### src/rtl/radio_link_pkg.sv
// Shared frame definitions for the radio link serializer and deserializer.
// A frame is 8 bits sent MSB-first: R0_I, R0_Q, R1_I, R1_Q, two bits each.
package radio_link_pkg;

   localparam int FRAME_BITS = 8;
   localparam int CNT_W      = 3;
   localparam int FIELD_W    = 2;

   // LSB position of each field inside the assembled frame word
   localparam int R0_I_LSB = 6;
   localparam int R0_Q_LSB = 4;
   localparam int R1_I_LSB = 2;
   localparam int R1_Q_LSB = 0;

   typedef enum logic [1:0] {
      HUNT   = 2'd0,
      VERIFY = 2'd1,
      LOCKED = 2'd2
   } state_t;

endpackage

### src/rtl/radio_frame_shifter.sv
// Serial-to-parallel shifter with frame bit counter.
// The frame output includes the bit currently on the data input.
module radio_frame_shifter
   import radio_link_pkg::*;
(
   input  logic                  clk,
   input  logic                  rst,
   input  logic                  data,
   input  logic                  load_bit0,
   input  logic                  shift,
   output logic [CNT_W-1:0]      count,
   output logic [FRAME_BITS-1:0] frame
);

   logic [FRAME_BITS-2:0] shreg;

   always_ff @(posedge clk) begin
      if (rst) begin
         count <= '0;
      end else if (load_bit0) begin
         count <= CNT_W'(1);
      end else if (shift) begin
         count <= count + CNT_W'(1);
      end
   end

   // Data path needs no reset: only complete frames are ever emitted
   always_ff @(posedge clk) begin
      if (load_bit0 || shift) begin
         shreg <= {shreg[FRAME_BITS-3:0], data};
      end
   end

   assign frame = {shreg, data};

endmodule

### src/rtl/radio_frame_deser.sv
// Radio frame deserializer: acquires frame alignment from SYNC_IN and
// emits the four recovered sample fields with a one-cycle VALID strobe.
module radio_frame_deser
   import radio_link_pkg::*;
#(
   parameter int LOCK_COUNT = 4,
   parameter int ERR_W      = 8
)
(
   input  logic             SYS_CLK,
   input  logic             RST,
   input  logic             DATA_IN,
   input  logic             SYNC_IN,
   output logic [1:0]       R0_I,
   output logic [1:0]       R0_Q,
   output logic [1:0]       R1_I,
   output logic [1:0]       R1_Q,
   output logic             VALID,
   output logic             LOCK,
   output logic [ERR_W-1:0] ERR_COUNT
);

   state_t                  state;
   state_t                  state_nxt;
   logic [CNT_W-1:0]        count;
   logic [FRAME_BITS-1:0]   frame;
   logic [3:0]              good;
   logic                    good_hit;
   logic                    cnt_zero;
   logic                    cnt_last;
   logic                    load_bit0;
   logic                    shift;
   logic                    good_clr;
   logic                    good_inc;
   logic                    err_inc;
   logic                    emit;

   radio_frame_shifter u_shifter (
      .clk       (SYS_CLK),
      .rst       (RST),
      .data      (DATA_IN),
      .load_bit0 (load_bit0),
      .shift     (shift),
      .count     (count),
      .frame     (frame)
   );

   assign cnt_zero = (count == '0);
   assign cnt_last = (count == CNT_W'(FRAME_BITS - 1));
   assign good_hit = (({1'b0, good} + 5'd1) == 5'(LOCK_COUNT));

   always_ff @(posedge SYS_CLK) begin
      if (RST) begin
         state <= HUNT;
      end else begin
         state <= state_nxt;
      end
   end

   always_comb begin
      state_nxt = state;
      unique case (state)
         HUNT: begin
            if (SYNC_IN) state_nxt = VERIFY;
         end
         VERIFY: begin
            if (cnt_zero) begin
               if (!SYNC_IN)      state_nxt = HUNT;
               else if (good_hit) state_nxt = LOCKED;
            end
         end
         LOCKED: begin
            if (cnt_zero) begin
               if (!SYNC_IN) state_nxt = HUNT;
            end else if (SYNC_IN) begin
               state_nxt = VERIFY;
            end
         end
         default: state_nxt = HUNT;
      endcase
   end

   // A misplaced SYNC restarts alignment with that bit as the new bit 0
   always_comb begin
      load_bit0 = 1'b0;
      shift     = 1'b0;
      good_clr  = 1'b0;
      good_inc  = 1'b0;
      err_inc   = 1'b0;
      emit      = 1'b0;
      unique case (state)
         HUNT: begin
            load_bit0 = SYNC_IN;
            good_clr  = SYNC_IN;
         end
         VERIFY: begin
            if (cnt_zero) begin
               shift    = SYNC_IN;
               good_inc = SYNC_IN;
            end else if (SYNC_IN) begin
               load_bit0 = 1'b1;
               good_clr  = 1'b1;
            end else begin
               shift = 1'b1;
            end
         end
         LOCKED: begin
            if (cnt_zero) begin
               shift   = SYNC_IN;
               err_inc = !SYNC_IN;
            end else if (SYNC_IN) begin
               err_inc   = 1'b1;
               load_bit0 = 1'b1;
               good_clr  = 1'b1;
            end else begin
               shift = 1'b1;
               emit  = cnt_last;
            end
         end
         default: ;
      endcase
   end

   always_ff @(posedge SYS_CLK) begin
      if (RST || good_clr) begin
         good <= '0;
      end else if (good_inc) begin
         good <= good + 4'd1;
      end
   end

   always_ff @(posedge SYS_CLK) begin
      if (RST) begin
         ERR_COUNT <= '0;
      end else if (err_inc && (ERR_COUNT != {ERR_W{1'b1}})) begin
         ERR_COUNT <= ERR_COUNT + ERR_W'(1);
      end
   end

   always_ff @(posedge SYS_CLK) begin
      if (RST) begin
         R0_I  <= '0;
         R0_Q  <= '0;
         R1_I  <= '0;
         R1_Q  <= '0;
         VALID <= 1'b0;
         LOCK  <= 1'b0;
      end else begin
         VALID <= emit;
         LOCK  <= (state_nxt == LOCKED);
         if (emit) begin
            R0_I <= frame[R0_I_LSB +: FIELD_W];
            R0_Q <= frame[R0_Q_LSB +: FIELD_W];
            R1_I <= frame[R1_I_LSB +: FIELD_W];
            R1_Q <= frame[R1_Q_LSB +: FIELD_W];
         end
      end
   end

endmodule

### config.mk
export PLATFORM = sky130hd
export DESIGN_NAME = radio_frame_deser
export DESIGN_NICKNAME = d
export VERILOG_FILES = /design/src/rtl/radio_link_pkg.sv /design/src/rtl/radio_frame_shifter.sv /design/src/rtl/radio_frame_deser.sv
export SDC_FILE = /design/constraint.sdc
export NUM_CORES = 1
export LEC_CHECK = 0
export ABC_AREA = 0
export BUFFER_PORTS_ARGS = -buffer_cell sky130_fd_sc_hd__clkbuf_2
export CAP_MARGIN = 10
export CORE_ASPECT_RATIO = 1.25
export CORE_UTILIZATION = 45
export CTS_CLUSTER_SIZE = 28
export DETAILED_ROUTE_END_ITERATION = 16
export HOLD_SLACK_MARGIN = 0.08
export PLACE_DENSITY_LB_ADDON = 0.08
export SETUP_SLACK_MARGIN = 0.02
export SLEW_MARGIN = 20
export SYNTH_ARGS = -nofsm -noshare
export SYNTH_HDL_FRONTEND = slang
export SYNTH_SLANG_ARGS = --single-unit
### constraint.sdc
create_clock -name SYS_CLK -period 2.5 [get_ports SYS_CLK]
set_input_delay 0.5 -clock SYS_CLK [delete_from_list [all_inputs] [get_ports SYS_CLK]]
set_output_delay 0.5 -clock SYS_CLK [all_outputs]
set_load 0.05 [all_outputs]
-- Word-level counts from Yosys, hierarchy flattened
Cells that the tools add are included.
- flip-flop bits (word level): 34
- input port bits: 4
- word-level logic and storage cells: 53
- add/sub/neg operators: 4
- equality and inequality tests: 6
- mux-type cells: 22
- reductions and logical operators: 9
- operators with widths (kind ; count):
    2-to-1 mux 1 bit ; 14
    2-to-1 mux 2 bit ; 6
    adder 8 x 1 -> 8 bit, second input constant ; 1
    inequality test 8 bit, second input constant ; 1
    one-hot mux 2 bit (3 select lines) ; 1
    adder 4 x 1 -> 5 bit, second input constant ; 1
    == test 5 x 3 -> 1 bit, second input constant ; 1
    adder 4 x 1 -> 4 bit, second input constant ; 1
    == test 2 bit, second input constant ; 2
    OR reduction 2 bit ; 2
    adder 3 x 1 -> 3 bit, second input constant ; 1
    == test 3 bit, second input constant ; 1
    zero test 3 bit ; 1
    == test 2 x 1 -> 1 bit, second input constant ; 1
    zero test 2 bit ; 1
    logical OR 1 bit ; 2
    one-hot mux 1 bit (2 select lines) ; 1
    nonzero test 2 bit ; 1
    logical AND 1 bit ; 1
    zero test 1 bit ; 1

-- Logic depth before layout (Yosys ltp)
Gate-level depths: netlist of the first run.
- depth after elaboration: 7
- gate-level depth with buffers: 9
- depth with buffers taken out: 9

-- Modules after synthesis
Synthesis of the first run repeated with hierarchy kept, for this count alone.
- cell total of the unflattened synthesis: 145
- area total of the unflattened synthesis: 1529.0 µm²
- by module, submodules not included (module ; times used ; cells each ; area an instance (µm²) ; seq. area each (µm²)):
    radio_frame_deser ; 1 ; 123 ; 1172.4 ; 480.5
    radio_frame_shifter ; 1 ; 22 ; 356.6 ; 270.3

-- Least setup slack after synthesis of the first run
OpenSTA, ideal clock, no wires.
- kind: register -> register
- from: register u_shifter.count[0]
- to: register ERR_COUNT[4]
- setup time: 0.059 ns
- arrival time: 1.713 ns
- required time: 2.441 ns
- path slack: 0.728 ns
- cell stages (with the launch flop): 9
- buffers on the path: 0
- clock period less this slack: 1.772 ns
- cells stage by stage: dfxtp_1 > inv_1 > ha_1 > nand2b_4 > ha_1 > and3b_1 > o21ai_1 > or4_1 > nand2_1
- word-level cells in the longest chain between the ends: 4
- ends and longest elaborated chain (element ; line ; RTL):
    start, declared ; radio_frame_shifter.sv:11 ; output logic [CNT_W-1:0] count,
    start signal, assigned ; radio_frame_shifter.sv:23 ; count <= count + CNT_W'(1);
    zero test 3 bit ; radio_frame_deser.sv:48 ; assign cnt_zero = (count == '0);
    2-to-1 mux 1 bit ; radio_frame_deser.sv:108 ; if (cnt_zero) begin
    2-to-1 mux 1 bit ; radio_frame_deser.sv:91 ; unique case (state)
    logical AND 1 bit ; radio_frame_deser.sv:135 ; end else if (err_inc && (ERR_COUNT != {ERR_W{1'b1}})) begin
    end signal, assigned ; radio_frame_deser.sv:136 ; ERR_COUNT <= ERR_COUNT + ERR_W'(1);
    end, declared ; radio_frame_deser.sv:20 ; output logic [ERR_W-1:0] ERR_COUNT
No other way between the ends.
A chain may end at the register's enable or synchronous reset.

-- Worst setup path in the final report of the first run
- from: register u_shifter.count[0]
- to: register ERR_COUNT[7]
Same word-level chain as after synthesis.

==> results of run 1 <==
[critical path, delay by kind of cell, from the launching register on]
family	cells	cell delay, ns
adders and majority gates	2	0.54
buffers and inverters	1	0.09
DFF	1	0.32
and+or+nand+nor	5	0.83
[placed cells by master (no fill, tap or decap), types with 2 or more instances in the layout]
cell and instances:
a21oi_1 5, ha_1 11, and3_1 2, nand2b_1 2, xnor2_1 2, nand2_1 12, inv_1 6, nor2_1 22
o21ai_0 2, edfxtp_1 7, bufinv_16 2, a211oi_1 2, nand3_1 7, mux2i_1 10, dfxtp_1 27, nor2b_1 2
xor2_1 5, clkbuf_2 21, a31oi_1 2, clkbuf_8 5, and3b_1 2
[report_power, final]
part	switching, uW	leakage [uW]	internal (uW)
clock network	197	0.0000683	399
logic	55.3	0.000480	32.1
registers	12.1	0.000286	588
[layout make-up]
class	instances	area [um^2]	share of cell area, %
timing repair buffer	22	113	6.26
clock buffer	5	68.8	3.82
clock inverter	3	68.8	3.82
inverter	6	22.5	1.25
tap	37	46.3	2.57
multi-input combinational	107	729	40.5
sequential	34	751	41.7
[sequential cells by signal, indices dropped and copies added, names as in the netlist]
| name | flops |
|---|---|
| ERR_COUNT | 8 |
| u_shifter.shreg | 7 |
| good | 4 |
| u_shifter.count | 3 |
| R0_I | 2 |
| R0_Q | 2 |
| R1_I | 2 |
| R1_Q | 2 |
| state | 2 |
| LOCK | 1 |
| VALID | 1 |
[routing by layer]
metal	up-vias	global-route usage, %	routed length, um
met4	0	6.91	48
met2	15	27.5	1370
met1	521	18.9	1180
met3	5	5.48	77
met5	-	0	0
li1	574	-	-
[logic make-up (layout without fill, tap and decap cells)]
group	after synthesis	after routing	synth area share (%)
simple gates	59	59	19.6
flops	34	34	49.5
compound gates	20	20	8.84
fa+ha+maj	11	11	9.08
mux	10	10	6.61
buf+inv	9	36	2.31
xor+xnor	7	7	4.05
[worst max path at each step]
stage	to	cells past startpoint	from	slack [ns]
6_report	ERR_COUNT[7]$_SDFFE_PP0P_	8	u_shifter.count[0]$_SDFFE_PP0P_	0.58
5_1_grt	ERR_COUNT[7]$_SDFFE_PP0P_	8	u_shifter.count[1]$_SDFFE_PP0P_	0.42
4_1_cts	ERR_COUNT[7]$_SDFFE_PP0P_	8	u_shifter.count[0]$_SDFFE_PP0P_	0.58
3_5_place_dp	ERR_COUNT[4]$_SDFFE_PP0P_	6	SYNC_IN	0.57
3_3_place_gp	ERR_COUNT[7]$_SDFFE_PP0P_	6	SYNC_IN	0.61
2_1_floorplan	ERR_COUNT[4]$_SDFFE_PP0P_	8	u_shifter.count[0]$_SDFFE_PP0P_	0.73
[stage by stage]
step           hold WS, ns  setup slack, ns  total power [uW]  utilization, %  cell area (um^2)
2_1_floorplan        0.426            0.728               676               -              1520
3_3_place_gp         0.438            0.609               697            51.6              1660
3_5_place_dp         0.441            0.573               700            51.6              1660
4_1_cts              0.401            0.582              1300            55.8              1800
5_1_grt              0.404            0.421              1340            55.8              1800
6_report             0.412            0.583              1280            55.8              1800
==> flow_metrics.py, run 1 <==
metrics = {
    "outcome": {
        "status": "finished clean",
    },
    "synthesis": {
        "synth_area_leader_cell": "dfxtp_1",
        "yosys_warnings": 0,
        "yosys.cell_types.count": 39,
        "ys_seq_area_share_pct": 49.5,
        "synth.area.top_cells": "dfxtp_1 (36%), edfxtp_1 (14%), ha_1 (9.1%)",
        "synth_edf_count": 7,
        "synth_fp_nets": 165,
        "avgSynthCellArea_um2": 10.1,
        "synth_top_area_share_pct": 35.7,
        "synth_top_flop_cell": "dfxtp_1",
        "ys_async_sr_fraction_pct": 0,
        "ys_ff_latch": 34,
        "synth_common_cells": "dfxtp_1 (27), nor2_1 (22), nand2_1 (12), ha_1 (11), mux2i_1 (10)",
        "netlist_area_mm2": 0.00152,
        "synthMostInstantiatedCell": "dfxtp_1",
        "synthCells": 150,
    },
    "timing": {
        "grt_setup_unrepaired": "false",
        "fin_worst_skew_ns": 0.00728,
        "max_freq_mhz": 522,
        "finalMaxSlewViolations": 0,
        "fin_crit_sh_pct": 76.7,
        "setup_viol": 0,
        "tightest_slew_ns": 0.445,
        "slew_headroom_pct": 70.4,
        "tns_ns": 0,
        "fin_crit_ns": 1.92,
        "hold_violations": 0,
    },
    "routing": {
        "drtAntennaViolNets": 0,
        "drt_iter0_markers": 17,
        "avgViaCountPerCell": 5.21,
        "avgRoutedWirePerCell_um": 12.5,
        "dr.pass1.iters": 4,
        "wl_mm": 2.68,
        "vias": 1115,
        "drc": 0,
    },
    "global_route": {
        "grt_overflow_total": 0,
        "grt_pass1_vias": 960,
        "antenna_found_initial": 0,
        "track_usage_pct": 16.6,
        "grt_max_degree": 23,
        "grt_first_pass_wirelength_mm": 4.21,
    },
    "power_and_ir_drop": {
        "p_leak_uw": 0.000835,
        "power_density_mw_per_mm2": 713,
        "vdd_drop_max_mv": 0.584,
    },
    "die": {
        "die_height_um": 66.9,
        "start_util_pct": 47.0,
        "core-area_mm2": 0.00322,
        "die_area_mm2": 0.00360,
        "fp-row-count": 23,
        "die_x_um": 53.9,
        "io_pins": 22,
    },
    "critical_path": {
        "max_stage_delay_ns": 0.34,
        "critPathMaxFanout": 6,
        "reg2regPathDepth": 8,
        "slowest_stage": "ha_1",
        "reg2reg_to": "ERR_COUNT[7]$_SDFFE_PP0P_",
        "critPathMostFrequentCell": "ha_1",
        "endpoint_kind": "register",
        "critPathKind": "reg2reg",
        "worstPathCellList": "inv_1 -> ha_1 -> nand2b_4 -> ha_1 -> and4b_1 -> and4_1 -> and3b_1 -> nor3_1",
        "r2r_start": "u_shifter.count[0]$_SDFFE_PP0P_",
        "reg2reg_setup_slack_ns": 0.58,
        "cp.required_ns": 2.65,
        "startpoint_type": "register",
        "cp.arrival_ns": 2.07,
    },
    "hold_path": {
        "hold-path-cell-count": 1,
        "hold_path_startpoint": "DATA_IN",
        "holdPathEnd": "u_shifter.shreg[0]$_DFFE_PP_",
        "hp-class": "in2reg",
    },
    "clock_network": {
        "cts_buffers": 5,
        "clkLatencyLatePin_ns": 0.28,
        "post_cts_buffers": 0,
        "root_buffer": "clkbuf_8",
        "cts.sinks": 34,
        "cts_htree_levels": 2,
        "cts_hold_buf": 0,
        "cts_resized": 0,
        "cts_tree": "built",
        "cts.path.max_buffers": 2,
        "clk_pin_slew_worst_paths_ns": 0.07,
    },
    "placed_design": {
        "placed_cells": 206,
        "dp_hpwl_mm": 1.96,
        "place_congestion": 0.805,
        "io_buffers": 21,
    },
    "layout": {
        "layoutNonFillerInstCount": 214,
        "drive_above_1_share_pct": 19.2,
        "fillers": 293,
        "n_antenna_cell": 0,
        "nNetsFinal": 191,
        "syn_to_final_growth_pct": 18.7,
    },
    "flow_run": {
        "maxCapViolCount": 0,
    },
}
(Power assumes the default switching activity.)
==> run 2, diff against run 1 <==
ABC_AREA = 1   (was 0)
clock period = 1.6 ns   (was 2.5 ns; I/O delays follow)
==> run 2 against run 1 <==
Effect of this change: synthesized cell count up 33%; sequential share of layout area decreased by 5.4 points; register-to-register slack lost 0.53 ns; largest cell class is now multi-input combinational cells.
==> flow_metrics.py, run 2 <==
metrics = {
    "die": {
        "core-area_mm2": 0.00331,
        "die_area_mm2": 0.00380,
        "fp-row-count": 23,
        "die_height_um": 68.7,
        "die_x_um": 55.3,
        "start_util_pct": 48.4,
        "io_pins": 22,
    },
    "synthesis": {
        "synthCells": 199,
        "synth_top_flop_cell": "dfxtp_1",
        "avgSynthCellArea_um2": 8.04,
        "ys_async_sr_fraction_pct": 0,
        "synth.area.top_cells": "dfxtp_1 (34%), edfxtp_1 (13%), nand2_1 (11%)",
        "synth_area_leader_cell": "dfxtp_1",
        "synth_fp_nets": 214,
        "ys_ff_latch": 34,
        "yosys_warnings": 0,
        "netlist_area_mm2": 0.00160,
        "ys_seq_area_share_pct": 46.9,
        "synthMostInstantiatedCell": "nand2_1",
        "synth_edf_count": 7,
        "synth_top_area_share_pct": 33.8,
        "yosys.cell_types.count": 21,
        "synth_common_cells": "nand2_1 (48), inv_1 (31), dfxtp_1 (27), a21oi_1 (20), nor2_1 (14)",
    },
    "critical_path": {
        "r2r_start": "u_shifter.count[1]$_SDFFE_PP0P_",
        "startpoint_type": "register",
        "critPathMaxFanout": 6,
        "critPathKind": "reg2reg",
        "cp.arrival_ns": 1.76,
        "endpoint_kind": "register",
        "reg2reg_to": "ERR_COUNT[4]$_SDFFE_PP0P_",
        "cp.required_ns": 1.82,
        "reg2reg_setup_slack_ns": 0.05,
        "reg2regPathDepth": 9,
    },
    "hold_path": {
        "hold-path-cell-count": 1,
        "hp-class": "in2reg",
        "holdPathEnd": "u_shifter.shreg[0]$_DFFE_PP_",
        "hold_path_startpoint": "DATA_IN",
    },
    "global_route": {
        "grt_overflow_total": 0,
        "track_usage_pct": 18.6,
        "antenna_found_initial": 0,
        "grt_pass1_vias": 1327,
        "grt_first_pass_wirelength_mm": 5.40,
        "grt_max_degree": 14,
    },
    "power_and_ir_drop": {
        "combPwrFrac_pct": 10.4,
        "total_power_uw": 2070,
        "p_sw_uw": 437,
        "power_frac_seq_pct": 45.1,
        "power_density_mw_per_mm2": 991,
        "p_sw_share_pct": 21.1,
        "clockPowerShare_pct": 44.6,
        "vdd_drop_max_mv": 1.26,
        "p_leak_uw": 0.000922,
        "intPower_uw": 1630,
    },
    "layout": {
        "top_regs": "ERR_COUNT: 8 flops, u_shifter.shreg: 7 flops, good: 4 flops",
        "fin_util_pct": 63.0,
        "layoutNonFillerInstCount": 276,
        "n_antenna_cell": 0,
        "final_common_cell": "nand2_1",
        "largest-register": "ERR_COUNT",
        "final_area_mm2": 0.00208,
        "largest_reg_flops": 8,
        "fillers": 290,
        "final_cell_mix": "nand2_1 (43), inv_1 (27), dfxtp_1 (22)",
        "drive_above_1_share_pct": 29.3,
        "nNetsFinal": 253,
        "syn_to_final_growth_pct": 30.3,
    },
    "clock_network": {
        "cts_htree_levels": 2,
        "cts.sinks": 34,
        "root_buffer": "clkbuf_8",
        "cts.path.max_buffers": 2,
        "clkLatencyLatePin_ns": 0.28,
        "clk_pin_slew_worst_paths_ns": 0.07,
        "cts_tree": "built",
        "cts_buffers": 5,
    },
    "outcome": {
        "status": "finished clean",
    },
    "timing": {
        "fin_worst_skew_ns": 0.00243,
        "grt_setup_unrepaired": "true",
        "finalMaxSlewViolations": 0,
        "hold_violations": 0,
        "max_freq_mhz": 647,
        "slew_headroom_pct": 73.5,
        "fin_crit_sh_pct": 96.6,
        "fin_crit_ns": 1.55,
        "tightest_slew_ns": 0.397,
        "setup_viol": 0,
        "hold_slack_ns": 0.226,
    },
    "routing": {
        "drtAntennaViolNets": 0,
        "avgViaCountPerCell": 4.98,
        "drt_iter0_markers": 55,
        "vias": 1375,
        "dr.pass1.iters": 4,
        "drc": 0,
        "wl_mm": 3.30,
        "avgRoutedWirePerCell_um": 12.0,
    },
    "placed_design": {
        "io_buffers": 21,
        "placed_cell_area_mm2": 0.00185,
        "placed_cells": 266,
        "dp_hpwl_mm": 2.37,
        "place_congestion": 0.811,
    },
    "flow_run": {
        "maxCapViolCount": 0,
    },
}
run 2: worst max-delay path: stages (launching register included):
cell      delay [ns]
dfxtp_2         0.32
inv_2           0.06
ha_4            0.15
nand2_4         0.06
ha_4            0.26
nor2_4          0.11
a21boi_4        0.21
buf_12          0.13
nand2_1         0.05
a21oi_1         0.12
run 2: cell families (layout without fill, tap and decap cells):
group	Yosys count	after routing	share of synthesized area, %
DFF	34	34	46.9
xor gates and xnor gates	7	7	3.83
buffers and inverters	35	75	8.29
AOI/OAI and AO/OA	34	34	11.7
and+or+nand+nor	78	78	20.6
adders and majority gates	11	11	8.60
run 2: timing repair:
action	in CTS	in global routing
gates resized for setup	6	16
pin swaps	3	4
buffers inserted	1	1
gates cloned	0	0
endpoints found under the setup margin	12	25
hold buffers	0	0
run 2: per-layer routing:
metal  share of wire, %  global-route usage [%]
met1                 41                    18.3
met2                 54                    36.7
met3                3.7                    5.60
met5                  0                       0
met4                1.5                    7.81
run 2: final cells by class:
type	instances	area, um^2	area share [%]
repair buffers	35	226	10.9
clock buffers	5	68.8	3.30
clock inverters	3	63.8	3.06
multi-input cells	130	802	38.5
inverters	32	120	5.76
flip-flops and latches	34	757	36.3
well taps	37	46.3	2.22
run 2: stage by stage:
stage | TNS, ns | worst slack [ns]
finish | 0 | 0.0541
global route | -0.0435 | -0.0142
CTS | 0 | 0.0217
detailed placement | -0.0546 | -0.0546
global placement | 0 | 0.0143
floorplan | -0.00804 | -0.00804
run 2: power by group through the flow:
stage	logic, uW	registers, uW	clock network, uW
finish	214	931	921
global route	235	935	974
CTS	188	930	943
detailed placement	167	949	0
global placement	161	948	0
floorplan	102	946	0
run 2: how the worst max path moves through the flow:
stage / start / endpoint / depth (start not counted)
after floorplan: u_shifter.count[0]$_SDFFE_PP0P_ / ERR_COUNT[6]$_SDFFE_PP0P_ / 9
after global placement: u_shifter.count[0]$_SDFFE_PP0P_ / ERR_COUNT[6]$_SDFFE_PP0P_ / 10
after detailed placement: u_shifter.count[0]$_SDFFE_PP0P_ / ERR_COUNT[6]$_SDFFE_PP0P_ / 9
after CTS: u_shifter.count[1]$_SDFFE_PP0P_ / ERR_COUNT[6]$_SDFFE_PP0P_ / 10
after global routing: u_shifter.count[1]$_SDFFE_PP0P_ / ERR_COUNT[6]$_SDFFE_PP0P_ / 10
final: u_shifter.count[1]$_SDFFE_PP0P_ / ERR_COUNT[4]$_SDFFE_PP0P_ / 9
==> run 3, diff against run 2 <==
--- a/config.mk
+++ b/config.mk
@@ -9,4 +9,3 @@
 export BUFFER_PORTS_ARGS = -buffer_cell sky130_fd_sc_hd__clkbuf_2
-export CAP_MARGIN = 10
-export CORE_ASPECT_RATIO = 1.25
+export CAP_MARGIN = 20
 export CORE_UTILIZATION = 45
--- a/constraint.sdc
+++ b/constraint.sdc
@@ -3,2 +3,2 @@
 set_output_delay 0.32 -clock SYS_CLK [all_outputs]
-set_load 0.05 [all_outputs]
+set_load 0.02 [all_outputs]
==> run 3 against run 2 <==
Effect of this change: total power down 24%; sequential power about the same; clock-buffer cell count is 1 higher; sequential cell count is the same; maximum frequency down 0.95%; combinational power is 8% lower; worst hold slack worse by 0.038 ns; critical path type unchanged; die area hardly changed; final cell count up 2.2%; sequential share of layout area rose by 2.3 points; utilization down 4.9 points.
==> flow_metrics.py, run 3 (same netlist as run 2, synthesis figures left out) <==
metrics = {
    "outcome": {
        "status": "finished clean",
    },
    "placed_design": {
        "place_congestion": 0.784,
        "placed_cells": 271,
        "io_buffers": 21,
        "dp_hpwl_mm": 2.31,
    },
    "critical_path": {
        "cp.required_ns": 1.86,
        "critPathMaxFanout": 14,
        "cp.arrival_ns": 1.82,
        "critPathKind": "reg2reg",
        "endpoint_kind": "register",
        "startpoint_type": "register",
    },
    "clock_network": {
        "clkLatencyLatePin_ns": 0.32,
        "cts.path.max_buffers": 2,
        "clk_pin_slew_worst_paths_ns": 0.10,
        "cts_hold_buf": 0,
        "cts_tree": "built",
        "cts.sinks": 34,
        "cts_buffers": 5,
        "root_buffer": "clkbuf_4",
        "cts_htree_levels": 2,
    },
    "routing": {
        "avgViaCountPerCell": 4.77,
        "vias": 1344,
        "avgRoutedWirePerCell_um": 11.3,
        "wl_mm": 3.19,
        "drt_iter0_markers": 70,
        "drtAntennaViolNets": 0,
        "drc": 0,
        "dr.pass1.iters": 4,
    },
    "power_and_ir_drop": {
        "p_sw_share_pct": 25.3,
        "vdd_drop_max_mv": 0.336,
        "power_frac_seq_pct": 59.6,
        "total_power_uw": 1560,
        "p_leak_uw": 0.000884,
        "p_sw_uw": 395,
        "clockPowerShare_pct": 27.8,
        "combPwrFrac_pct": 12.6,
        "intPower_uw": 1170,
        "power_density_mw_per_mm2": 800,
    },
    "timing": {
        "hold_violations": 0,
        "finalMaxSlewViolations": 0,
        "fin_crit_sh_pct": 97.5,
        "grt_setup_unrepaired": "true",
        "max_freq_mhz": 641,
        "tns_ns": 0,
        "fin_crit_ns": 1.56,
        "setup_viol": 0,
        "tightest_slew_ns": 0.369,
        "slew_headroom_pct": 75.4,
        "fin_worst_skew_ns": 0.00880,
    },
    "global_route": {
        "antenna_found_initial": 0,
        "grt_first_pass_wirelength_mm": 5.11,
        "grt_pass1_vias": 1182,
        "grt_overflow_total": 0,
        "track_usage_pct": 19.0,
        "grt_max_degree": 15,
    },
    "die": {
        "fp-row-count": 21,
        "start_util_pct": 47.6,
        "die_height_um": 61.6,
        "die_area_mm2": 0.00380,
        "core-area_mm2": 0.00336,
        "io_pins": 22,
        "die_x_um": 61.6,
    },
    "layout": {
        "final_common_cell": "nand2_1",
        "top_regs": "ERR_COUNT: 8 flops, u_shifter.shreg: 7 flops, good: 4 flops",
        "final_cell_mix": "nand2_1 (43), inv_1 (29), dfxtp_1 (24)",
        "nNetsFinal": 250,
        "fin_util_pct": 58.1,
        "syn_to_final_growth_pct": 22.0,
        "largest_reg_flops": 8,
        "drive_above_1_share_pct": 24.6,
        "layoutNonFillerInstCount": 282,
        "n_antenna_cell": 0,
        "largest-register": "ERR_COUNT",
    },
    "flow_run": {
        "maxCapViolCount": 0,
    },
    "hold_path": {
        "hp-class": "in2reg",
    },
}
[run 3: cell count changes in the layout (fill, tap and decap cells not counted), sizes merged]
cell    delta
buf        -3
bufinv     -2
clkbuf     +1
clkinv     +1
[run 3: power groups by stage]
| stage | registers [uW] | logic, uW | clock network, uW |
|---|---|---|---|
| 2_1_floorplan | 946 | 105 | 0 |
| 3_5_place_dp | 948 | 155 | 0 |
| 5_1_grt | 935 | 217 | 508 |
| 4_1_cts | 930 | 170 | 458 |
| 6_report | 930 | 197 | 435 |
| 3_3_place_gp | 947 | 149 | 0 |
[run 3: area by class of cell]
type	instances	area (um^2)
clock buffer	6	41.3
clock inverter	2	10.0
fill	350	1410
inverter	32	120
multi-input combinational	130	774
sequential	34	754
tap	46	57.6
timing repair buffer	32	195
[run 3: worst max-delay path: stages (launching register included)]
cell and delay (ns):
dfxtp_2 0.34, buf_4 0.11, ha_1 0.17, ha_1 0.16, nand4_2 0.31, buf_4 0.27, a21oi_1 0.13
[run 3: per-layer routing]
layer | part of all wire [%] | track usage [%] | vias to the layer above
met5 | 0 | 0 | -
met4 | 0.97 | 6.98 | 0
met3 | 3.1 | 5.67 | 4
met2 | 49 | 30.3 | 25
met1 | 47 | 24.3 | 607
li1 | - | - | 708
[run 3: through the flow]
stage | worst slack (ns) | hold slack [ns] | area, um^2
6_report | 0.0392 | 0.188 | 1950
3_3_place_gp | 0.0119 | 0.427 | 1830
3_5_place_dp | -0.0610 | 0.433 | 1830
5_1_grt | -0.0707 | 0.162 | 1950
2_1_floorplan | 0.0221 | 0.419 | 1620
4_1_cts | 0.0203 | 0.169 | 1900
[run 3: worst paths after layout]
path / start / to / slack, ns / cells after the start
min: DATA_IN / u_shifter.shreg[0]$_DFFE_PP_ / 0.19 / 1
min reg2reg: R0_Q[0]$_SDFFE_PP0P_ / R0_Q[0]$_SDFFE_PP0P_ / 0.45 / 2
max: u_shifter.count[0]$_SDFFE_PP0P_ / R0_I[1]$_SDFFE_PP0P_ / 0.04 / 6
max reg2reg: u_shifter.count[0]$_SDFFE_PP0P_ / R0_I[1]$_SDFFE_PP0P_ / 0.04 / 6
[run 3: what timing repair did]
action | CTS | global route
resized for setup | 6 | 10
endpoints found under the setup margin | 15 | 28
setup buffers | 1 | 2
pin swaps | 2 | 7
